File: src/rtl/timer_counter.sv
// ---------------------------------------------------------------------------
// timer_counter
//
// Memory-mapped down-counting timer with one-shot and auto-reload modes and a
// maskable interrupt request.
//
// Register map (word offset on Addr):
//   0 CTRL   : bit0 En, bits[2:1] Mode (1 = auto-reload, else one-shot),
//              bit3 IM (interrupt mask); upper bits read 0
//   1 PRESET : 32-bit reload value
//   2 COUNT  : current count (read-only)
//   3 unused : reads 0, writes ignored
//
// Ports:
//   clk   - sole clock, rising edge
//   reset - asynchronous active-low reset
//   Addr  - register word offset
//   We    - write strobe for this device
//   Din   - write data
//   Dout  - combinational read data for Addr
//   IRQ   - interrupt request (pending AND IM)
// ---------------------------------------------------------------------------
module timer_counter (
    input  logic        clk,
    input  logic        reset,
    input  logic [1:0]  Addr,
    input  logic        We,
    input  logic [31:0] Din,
    output logic [31:0] Dout,
    output logic        IRQ
);

    typedef enum logic [1:0] {
        IDLE = 2'd0,
        LOAD = 2'd1,
        CNT  = 2'd2,
        INT  = 2'd3
    } state_t;

    state_t      state;
    state_t      state_next;

    logic [3:0]  ctrl;
    logic [31:0] preset;
    logic [31:0] count;
    logic [31:0] count_next;
    logic        irq_pend;

    logic        irq_set;      // terminal count reached this cycle
    logic        irq_clr_fsm;  // auto-reload leaving INT: end the pulse
    logic        en_clr;       // one-shot leaving INT: drop En

    logic        en;
    logic        auto_reload;
    logic        wr_ctrl;
    logic        wr_preset;

    assign en          = ctrl[0];
    assign auto_reload = (ctrl[2:1] == 2'b01);
    assign wr_ctrl     = We && (Addr == 2'd0);
    assign wr_preset   = We && (Addr == 2'd1);

    // Next-state and datapath control
    always_comb begin
        state_next  = state;
        count_next  = count;
        irq_set     = 1'b0;
        irq_clr_fsm = 1'b0;
        en_clr      = 1'b0;
        case (state)
            IDLE: begin
                if (en) begin
                    state_next = LOAD;
                end
            end
            LOAD: begin
                count_next = preset;
                state_next = CNT;
            end
            CNT: begin
                if (!en) begin
                    state_next = IDLE;
                end else if (count > 32'd1) begin
                    count_next = count - 32'd1;
                end else begin
                    // Covers COUNT of 1 and 0, so the count never wraps.
                    count_next = 32'd0;
                    irq_set    = 1'b1;
                    state_next = INT;
                end
            end
            INT: begin
                if (auto_reload) begin
                    irq_clr_fsm = 1'b1;
                    state_next  = LOAD;
                end else begin
                    en_clr     = 1'b1;
                    state_next = IDLE;
                end
            end
            default: begin
                state_next = IDLE;
            end
        endcase
    end

    // State register
    always_ff @(posedge clk or negedge reset) begin
        if (!reset) begin
            state <= IDLE;
        end else begin
            state <= state_next;
        end
    end

    // Count register
    always_ff @(posedge clk or negedge reset) begin
        if (!reset) begin
            count <= 32'd0;
        end else begin
            count <= count_next;
        end
    end

    // CTRL: a CPU write takes priority over the one-shot En clear.
    always_ff @(posedge clk or negedge reset) begin
        if (!reset) begin
            ctrl <= 4'd0;
        end else if (wr_ctrl) begin
            ctrl <= Din[3:0];
        end else if (en_clr) begin
            ctrl[0] <= 1'b0;
        end
    end

    // PRESET: only sampled by LOAD, so writes mid-count do not disturb COUNT.
    always_ff @(posedge clk or negedge reset) begin
        if (!reset) begin
            preset <= 32'd0;
        end else if (wr_preset) begin
            preset <= Din;
        end
    end

    // Interrupt pending: any CTRL/PRESET write acknowledges, and wins over a
    // terminal count landing on the same edge.
    always_ff @(posedge clk or negedge reset) begin
        if (!reset) begin
            irq_pend <= 1'b0;
        end else if (wr_ctrl || wr_preset) begin
            irq_pend <= 1'b0;
        end else if (irq_set) begin
            irq_pend <= 1'b1;
        end else if (irq_clr_fsm) begin
            irq_pend <= 1'b0;
        end
    end

    // Read mux
    always_comb begin
        Dout = 32'd0;
        case (Addr)
            2'd0:    Dout = {28'd0, ctrl};
            2'd1:    Dout = preset;
            2'd2:    Dout = count;
            default: Dout = 32'd0;
        endcase
    end

    // Registers only, so no combinational path from the bus inputs.
    assign IRQ = irq_pend & ctrl[3];

endmodule

File: config.mk
export PLATFORM = sky130hd
export DESIGN_NAME = timer_counter
export DESIGN_NICKNAME = d
export VERILOG_FILES = /design/src/rtl/timer_counter.sv
export SDC_FILE = /design/constraint.sdc
export NUM_CORES = 1
export LEC_CHECK = 0
export CORE_ASPECT_RATIO = 0.8
export CORE_MARGIN = 1
export CORE_UTILIZATION = 57
export DETAILED_ROUTE_END_ITERATION = 8
export HOLD_SLACK_MARGIN = 0.15
export PLACE_DENSITY = 0.91
export SYNTH_ARGS = -nofsm -noshare
export SYNTH_HDL_FRONTEND = slang
export SYNTH_SLANG_ARGS = --single-unit
File: constraint.sdc
create_clock -name clk -period 5.2 [get_ports clk]
set_input_delay 1.04 -clock clk [delete_from_list [all_inputs] [get_ports clk]]
set_output_delay 1.04 -clock clk [all_outputs]
set_load 0.005 [all_outputs]
==> results of run 1 <==
==> path summary, 6_finish.rpt <==
check                                             end  slack (ns)  cells past startpoint
worst min register to register   count[7]$_DFFE_PN0P_        0.51                      2
min in group asynchronous       count[10]$_DFFE_PN0P_        0.72                      1
worst max-delay path                         Dout[22]        0.87                      5
worst min-delay path             count[7]$_DFFE_PN0P_        0.51                      2
max in group asynchronous        count[3]$_DFFE_PN0P_        3.48                      2
worst max register to register  count[29]$_DFFE_PN0P_        2.10                      5
==> synth_stat cells (2+ instances only) <==
cell      number  share of area
nand3_1       13          0.016
a32oi_1        3         0.0066
o311a_1        2         0.0050
a31oi_1        9          0.014
nand2_1       28          0.026
nand2b_1       3         0.0047
nand3b_1       2         0.0038
and3b_1        2         0.0044
and2_1         2         0.0031
or2_2          4         0.0063
or4_1          8          0.015
nand4_1        6         0.0094
ha_1           2         0.0063
nor3_1         8          0.010
o311ai_0       6          0.013
o211ai_1       6          0.011
a22o_1        28          0.062
mux2i_1        5          0.013
nor2b_1        8          0.013
o21ai_0       15          0.019
nor4_1        10          0.016
or4_4          2         0.0057
o31ai_1        3         0.0057
inv_1         10         0.0094
a221o_1        2         0.0050
mux2_2        35          0.099
and3_1        14          0.022
clkbuf_1      22          0.021
buf_1          4         0.0038
o221ai_1       3         0.0066
o311ai_1       3         0.0066
nor2_1        18          0.017
or3_1          6         0.0094
dfrtp_1       71           0.45
a21oi_1       28          0.035
==> flip-flops by register name, indices dropped and copies added (netlist names) <==
register,cells
count,32
preset,32
ctrl,4
state,2
irq_pend,1
==> area by class of cell <==
class	instances	area [um^2]
clock inverter	5	104
fill	474	1610
timing repair buffer	75	731
tap	84	105
multi-input combinational	296	2060
sequential	71	1780
clock buffer	11	151
inverter	10	37.5
==> logic make-up (layout without fill, tap and decap cells) <==
| group | after synthesis | in the layout |
|---|---|---|
| simple gates | 138 | 138 |
| compound gates | 116 | 116 |
| flops | 71 | 71 |
| mux | 40 | 40 |
| buf+inv | 39 | 101 |
| fa+ha+maj | 2 | 2 |
==> metrics by stage <==
stage	setup WS, ns	instance area (um^2)
6_report	0.869	4960
5_1_grt	0.749	4960
4_1_cts	0.888	4960
3_5_place_dp	0.880	4710
3_3_place_gp	1.01	4710
2_1_floorplan	1.95	3990
==> power by group <==
group,total [mW],switching [mW],internal [mW]
logic,0.920,0.477,0.443
clock network,0.561,0.217,0.345
registers,0.998,0.262,0.736
total,2.48,0.956,1.52
==> worst max-delay path: stages <==
cell,delay [ns]
clkdlybuf4s50_1,0.58
nor2b_2,0.60
buf_4,0.37
a22o_1,0.19
clkdlybuf4s50_1,0.49
==> routing by layer <==
metal	part of all wire	wire [um]	GRT usage	vias to the layer above
li1	-	-	-	1676
met1	0.44	4610	0.427	1789
met2	0.46	4790	0.461	199
met3	0.081	846	0.0665	18
met4	0.016	170	0.109	0
met5	0	0	0	-
==> reports/metrics.csv, run 1 <==
stage;metric;value;unit
worst_setup_path;r2r startpoint;count[0]$_DFFE_PN0P_;
pwr;PD cells;500;nW/um^2
route;post-route ant nets;0;
run_status;status;complete, no violations;
grt;total global routing overflow;0;
pwr;leakage;1.98;nW
clock_network;Clk Latency, worst-skew pair;0.36;ns
final_layout;Antenna Cells;0;
clock_network;clk sinks;71;
yosys;Cell variety after synth;50;
final_layout;share of layout cells above drive strength 1;0.147;
hold_path;HP Class;flop to flop;
die;IO Pins;70;
yosys;Yosys Warn Count;0;
yosys;register bit total from synthesis;71;
yosys;syn nets;445;
worst_setup_path;CP Data Required Time;4.16;ns
yosys;main combinational cell family by area after synthesis;compound AO/OA/AOI/OAI gates;
yosys;cell area after synthesis;3990;um^2
yosys;EDFF count, synth;0;
placement;gpl congestion;0.927;
timing;Final Hold Vio Count;0;
clock_network;CTS Root Cell;clkbuf_8;
die;die width;95.5;um
clock_network;Post-CTS Resized;0;
final_layout;synth-to-layout area growth;24.5;%
timing;fmax;231;MHz
timing;Final setup viols;0;
clock_network;Num CTS Buffers;9;
placement;placed insts;536;
clock_network;TritonCTS clock tree;built;
clock_network;CTS Hold Buffers Added;0;
grt;GRT Overall Usage;0.304;
final_layout;Final nets;502;
worst_setup_path;CP Max Fanout;19;
yosys;complex-gate fraction of the synthesized area;0.206;
yosys;Syn Area/Cell;9.82;um^2
route;Routed Wire Length;10.4;mm
route;vias;3682;
yosys;Synth Area in XOR/XNOR;0;
worst_setup_path;Worst Setup Path Type;input port to primary output;
pwr;worst vdd ir;286;uV
route;Avg WL per Cell;18.9;um
route;drt pass-1 iters;5;
route;DRT iter0 DRCs;373;
yosys;Synth Instances;406;
clock_network;Post-CTS Repair Setup Buffers;0;
timing;RSZ-0062 raised after global routing;no;
timing;Setup Total Neg Slack;0;ns
final_layout;Finished Layout Cells;552;
die;die height;76.8;um
worst_setup_path;CP Data Arrival Time;3.29;ns
hold_path;hold path startpoint;preset[7]$_DFFE_PN0P_;
final_layout;commonest non-fill, non-tap cell in the layout;dfrtp_1;
clock_network;H-tree levels;3;
worst_setup_path;element type at the critical path start;input port;
worst_setup_path;CP startpoint;Addr[0];
yosys;simple-gate share of the synthesized area;0.191;
timing;min Tclk post-route;4.33;ns
timing;Final Cycle Share;0.833;
final_layout;most frequent cells in the layout;dfrtp_1 (71), clkdlybuf4s50_1 (68), mux2_2 (35);
clock_network;Bufs on Longest Clock Path;2;
grt;pin count of the biggest net entering global routing;41;
clock_network;Reg clk slew, reported paths;0.08;ns
yosys;adder-cell share of the synthesized area;0.00628;
grt;first-pass GRT wire length;17.1;mm
yosys;sequential area share after synthesis;0.446;
timing;Worst slew margin;0.250;
grt;vias in the first global route;3498;
placement;DP Wirelength;7.24;mm
die;die area;7330;um^2
route;Avg Vias per Cell;6.67;
yosys;Synth async-reset ratio;1.00;
pwr;Overall Power;2.48;mW
timing;measured slew at the worst slew-check pin;1.12;ns
timing;final setup skew;0.00773;ns
die;# rows;26;
grt;antenna violations before repair;0;
job;Max Cap Viol;0;
final_layout;Final Util;0.755;
timing;max-slew violations;0;
timing;worst hold slack;0.512;ns
route;DRC;0;
yosys;Most used DFF post-synth;dfrtp_1;
worst_setup_path;Setup crit end kind;primary output;
die;Initial Util;0.606;
placement;port buffer count;69;
yosys;post-synthesis mux area share;0.111;
die;core area;6570;um^2
Power figures use the tool's default switching activity.
==> run 2: changes to the inputs <==
--- a/config.mk
+++ b/config.mk
@@ -7,10 +7,10 @@
 export LEC_CHECK = 0
 export CORE_ASPECT_RATIO = 0.8
 export CORE_MARGIN = 1
-export CORE_UTILIZATION = 57
+export CORE_UTILIZATION = 48
 export DETAILED_ROUTE_END_ITERATION = 8
 export HOLD_SLACK_MARGIN = 0.15
-export PLACE_DENSITY = 0.91
+export PLACE_DENSITY = 0.83
 export SYNTH_ARGS = -nofsm -noshare
 export SYNTH_HDL_FRONTEND = slang
 export SYNTH_SLANG_ARGS = --single-unit
==> constraint.sdc (replaced) <==
create_clock -name clk -period 3.8 [get_ports clk]
set_input_delay 0.76 -clock clk [delete_from_list [all_inputs] [get_ports clk]]
set_output_delay 0.76 -clock clk [all_outputs]
set_load 0.005 [all_outputs]
==> run 2 against run 1 <==
Worst setup slack got worse by 0.50 ns. Critical path depth did not move. Clock skew rose by 0.0014 ns. First-iteration DRC count fell by 4.3%. Final area rose by 0.35%. Routed wire length rose by 1.2%. Global-route usage fell by 5.3 points.
==> reports/metrics.csv, run 2 (synthesized netlist as in run 1, its figures left out) <==
stage;metric;value;unit
run_status;status;complete, no violations;
grt;vias in the first global route;3465;
die;die width;104;um
clock_network;clk sinks;71;
worst_setup_path;slowest CP cell;clkdlybuf4s50_1;
job;Max Cap Viol;0;
final_layout;share of layout cells above drive strength 1;0.156;
route;Routed Wire Length;10.5;mm
timing;Final Cycle Share;0.903;
grt;antenna violations before repair;0;
grt;total global routing overflow;0;
worst_setup_path;CP Buf/Inv Count;3;
worst_setup_path;CP Data Arrival Time;2.67;ns
route;vias;3624;
timing;measured slew at the worst slew-check pin;0.981;ns
route;Avg Vias per Cell;6.23;
die;IO Pins;70;
die;# rows;29;
clock_network;CTS Root Cell;clkbuf_8;
die;Initial Util;0.499;
placement;port buffer count;69;
final_layout;Antenna Cells;0;
grt;pin count of the biggest net entering global routing;44;
clock_network;Bufs on Longest Clock Path;2;
worst_setup_path;crit-path cells;clkdlybuf4s50_1, nor2b_2, buf_4, a22o_1, clkdlybuf4s50_1;
worst_setup_path;Worst path top cell family by delay;buffers and inverters;
timing;Final setup viols;0;
final_layout;synth-to-layout area growth;25.0;%
timing;Setup Total Neg Slack;0;ns
route;DRT iter0 DRCs;357;
timing;max-slew violations;0;
pwr;PD cells;648;nW/um^2
worst_setup_path;Setup crit end kind;primary output;
clock_network;CTS Hold Buffers Added;0;
hold_path;HP Class;flop to flop;
clock_network;Reg clk slew, reported paths;0.07;ns
timing;min Tclk post-route;3.43;ns
clock_network;Num CTS Buffers;9;
timing;Final Hold Vio Count;0;
worst_setup_path;Crit path depth;5;
timing;setup ws final;0.370;ns
route;Avg WL per Cell;18.1;um
die;die area;8670;um^2
clock_network;Clk Latency, worst-skew pair;0.37;ns
worst_setup_path;CP Data Required Time;3.04;ns
worst_setup_path;max incr delay on CP;0.68;ns
final_layout;Final nets;510;
route;drt pass-1 iters;5;
timing;final setup skew;0.00912;ns
worst_setup_path;element type at the critical path start;input port;
timing;Worst slew margin;0.346;
timing;fmax;292;MHz
clock_network;Post-CTS Repair Setup Buffers;0;
final_layout;commonest non-fill, non-tap cell in the layout;dfrtp_1;
grt;GRT Overall Usage;0.251;
placement;post-place setup slack;0.373;ns
route;DRC;0;
clock_network;TritonCTS clock tree;built;
final_layout;Largest regs;count x32, preset x32, ctrl x4;
clock_network;Post-CTS Resized;0;
worst_setup_path;CP Max Fanout;18;
die;core area;7980;um^2
clock_network;H-tree levels;3;
pwr;worst vdd ir;301;uV
worst_setup_path;most used cell, CP;clkdlybuf4s50_1;
route;post-route ant nets;0;
worst_setup_path;Worst Setup Path Type;input port to primary output;
placement;gpl congestion;0.873;
timing;RSZ-0062 raised after global routing;no;
final_layout;most frequent cells in the layout;dfrtp_1 (71), clkdlybuf4s50_1 (68), mux2_2 (35);
pwr;leakage;1.98;nW
grt;first-pass GRT wire length;17.2;mm
die;die height;83.5;um
placement;DP Wirelength;7.14;mm
worst_setup_path;FF-to-FF path depth;5;
hold_path;hold path cells;2;
[run 2: cell types whose count changed in the layout (fill, tap and decap cells not counted), sizes merged]
cell    delta
clkbuf     +3
buf        +8
bufinv     -3
clkinv     -2
[run 2: area by class of cell]
class,instances,area (um^2)
sequential,71,1780
timing repair buffer,83,791
clock buffer,14,183
fill,685,3000
tap,108,135
multi-input combinational,296,2060
inverter,10,37.5
[run 2: report_power, final]
part / switching, mW / total (mW) / internal (mW)
registers: 0.345 / 1.35 / 1.01
logic: 0.660 / 1.30 / 0.641
clock network: 0.271 / 0.572 / 0.302
total: 1.28 / 3.23 / 1.95
[run 2: tightest hold or removal path, stage by stage, from the launching register on]
cell	delay (ns)
dfrtp_1	0.36
nand2_1	0.05
o21ai_0	0.06
[run 2: metal layers]
layer	track usage	share of wire
met3	0.0609	0.078
met5	0	0
met2	0.388	0.46
met4	0.103	0.017
met1	0.340	0.45
[run 2: path summary, 6_finish.rpt]
| path | slack [ns] | from | to |
|---|---|---|---|
| setup / recovery | 0.37 | Addr[1] | Dout[23] |
| min in group asynchronous | 0.56 | reset | preset[4]$_DFFE_PN0P_ |
| hold / removal | 0.51 | preset[13]$_DFFE_PN0P_ | count[13]$_DFFE_PN0P_ |
| max in group asynchronous | 2.18 | reset | preset[25]$_DFFE_PN0P_ |
| setup reg to reg | 0.67 | count[26]$_DFFE_PN0P_ | count[10]$_DFFE_PN0P_ |
| hold reg to reg | 0.51 | preset[13]$_DFFE_PN0P_ | count[13]$_DFFE_PN0P_ |
[run 2: metrics by stage]
stage	util	hold WS [ns]	cell area [um^2]	cells	total power, mW
floorplan	-	0.464	3990	406	2.13
global placement	0.601	0.489	4800	568	2.57
detailed placement	0.601	0.495	4800	568	2.63
CTS	0.624	0.512	4980	582	3.22
global route	0.624	0.548	4980	582	3.44
finish	0.624	0.509	4980	582	3.23
==> run 3: changes to the inputs <==
--- a/config.mk
+++ b/config.mk
@@ -8,6 +8,7 @@
 export CORE_ASPECT_RATIO = 0.8
 export CORE_MARGIN = 1
 export CORE_UTILIZATION = 48
+export CTS_CLUSTER_SIZE = 30
 export DETAILED_ROUTE_END_ITERATION = 8
 export HOLD_SLACK_MARGIN = 0.15
 export PLACE_DENSITY = 0.83
==> results of run 3 <==
Final layout, timing and power as in run 2 (identical DEF).
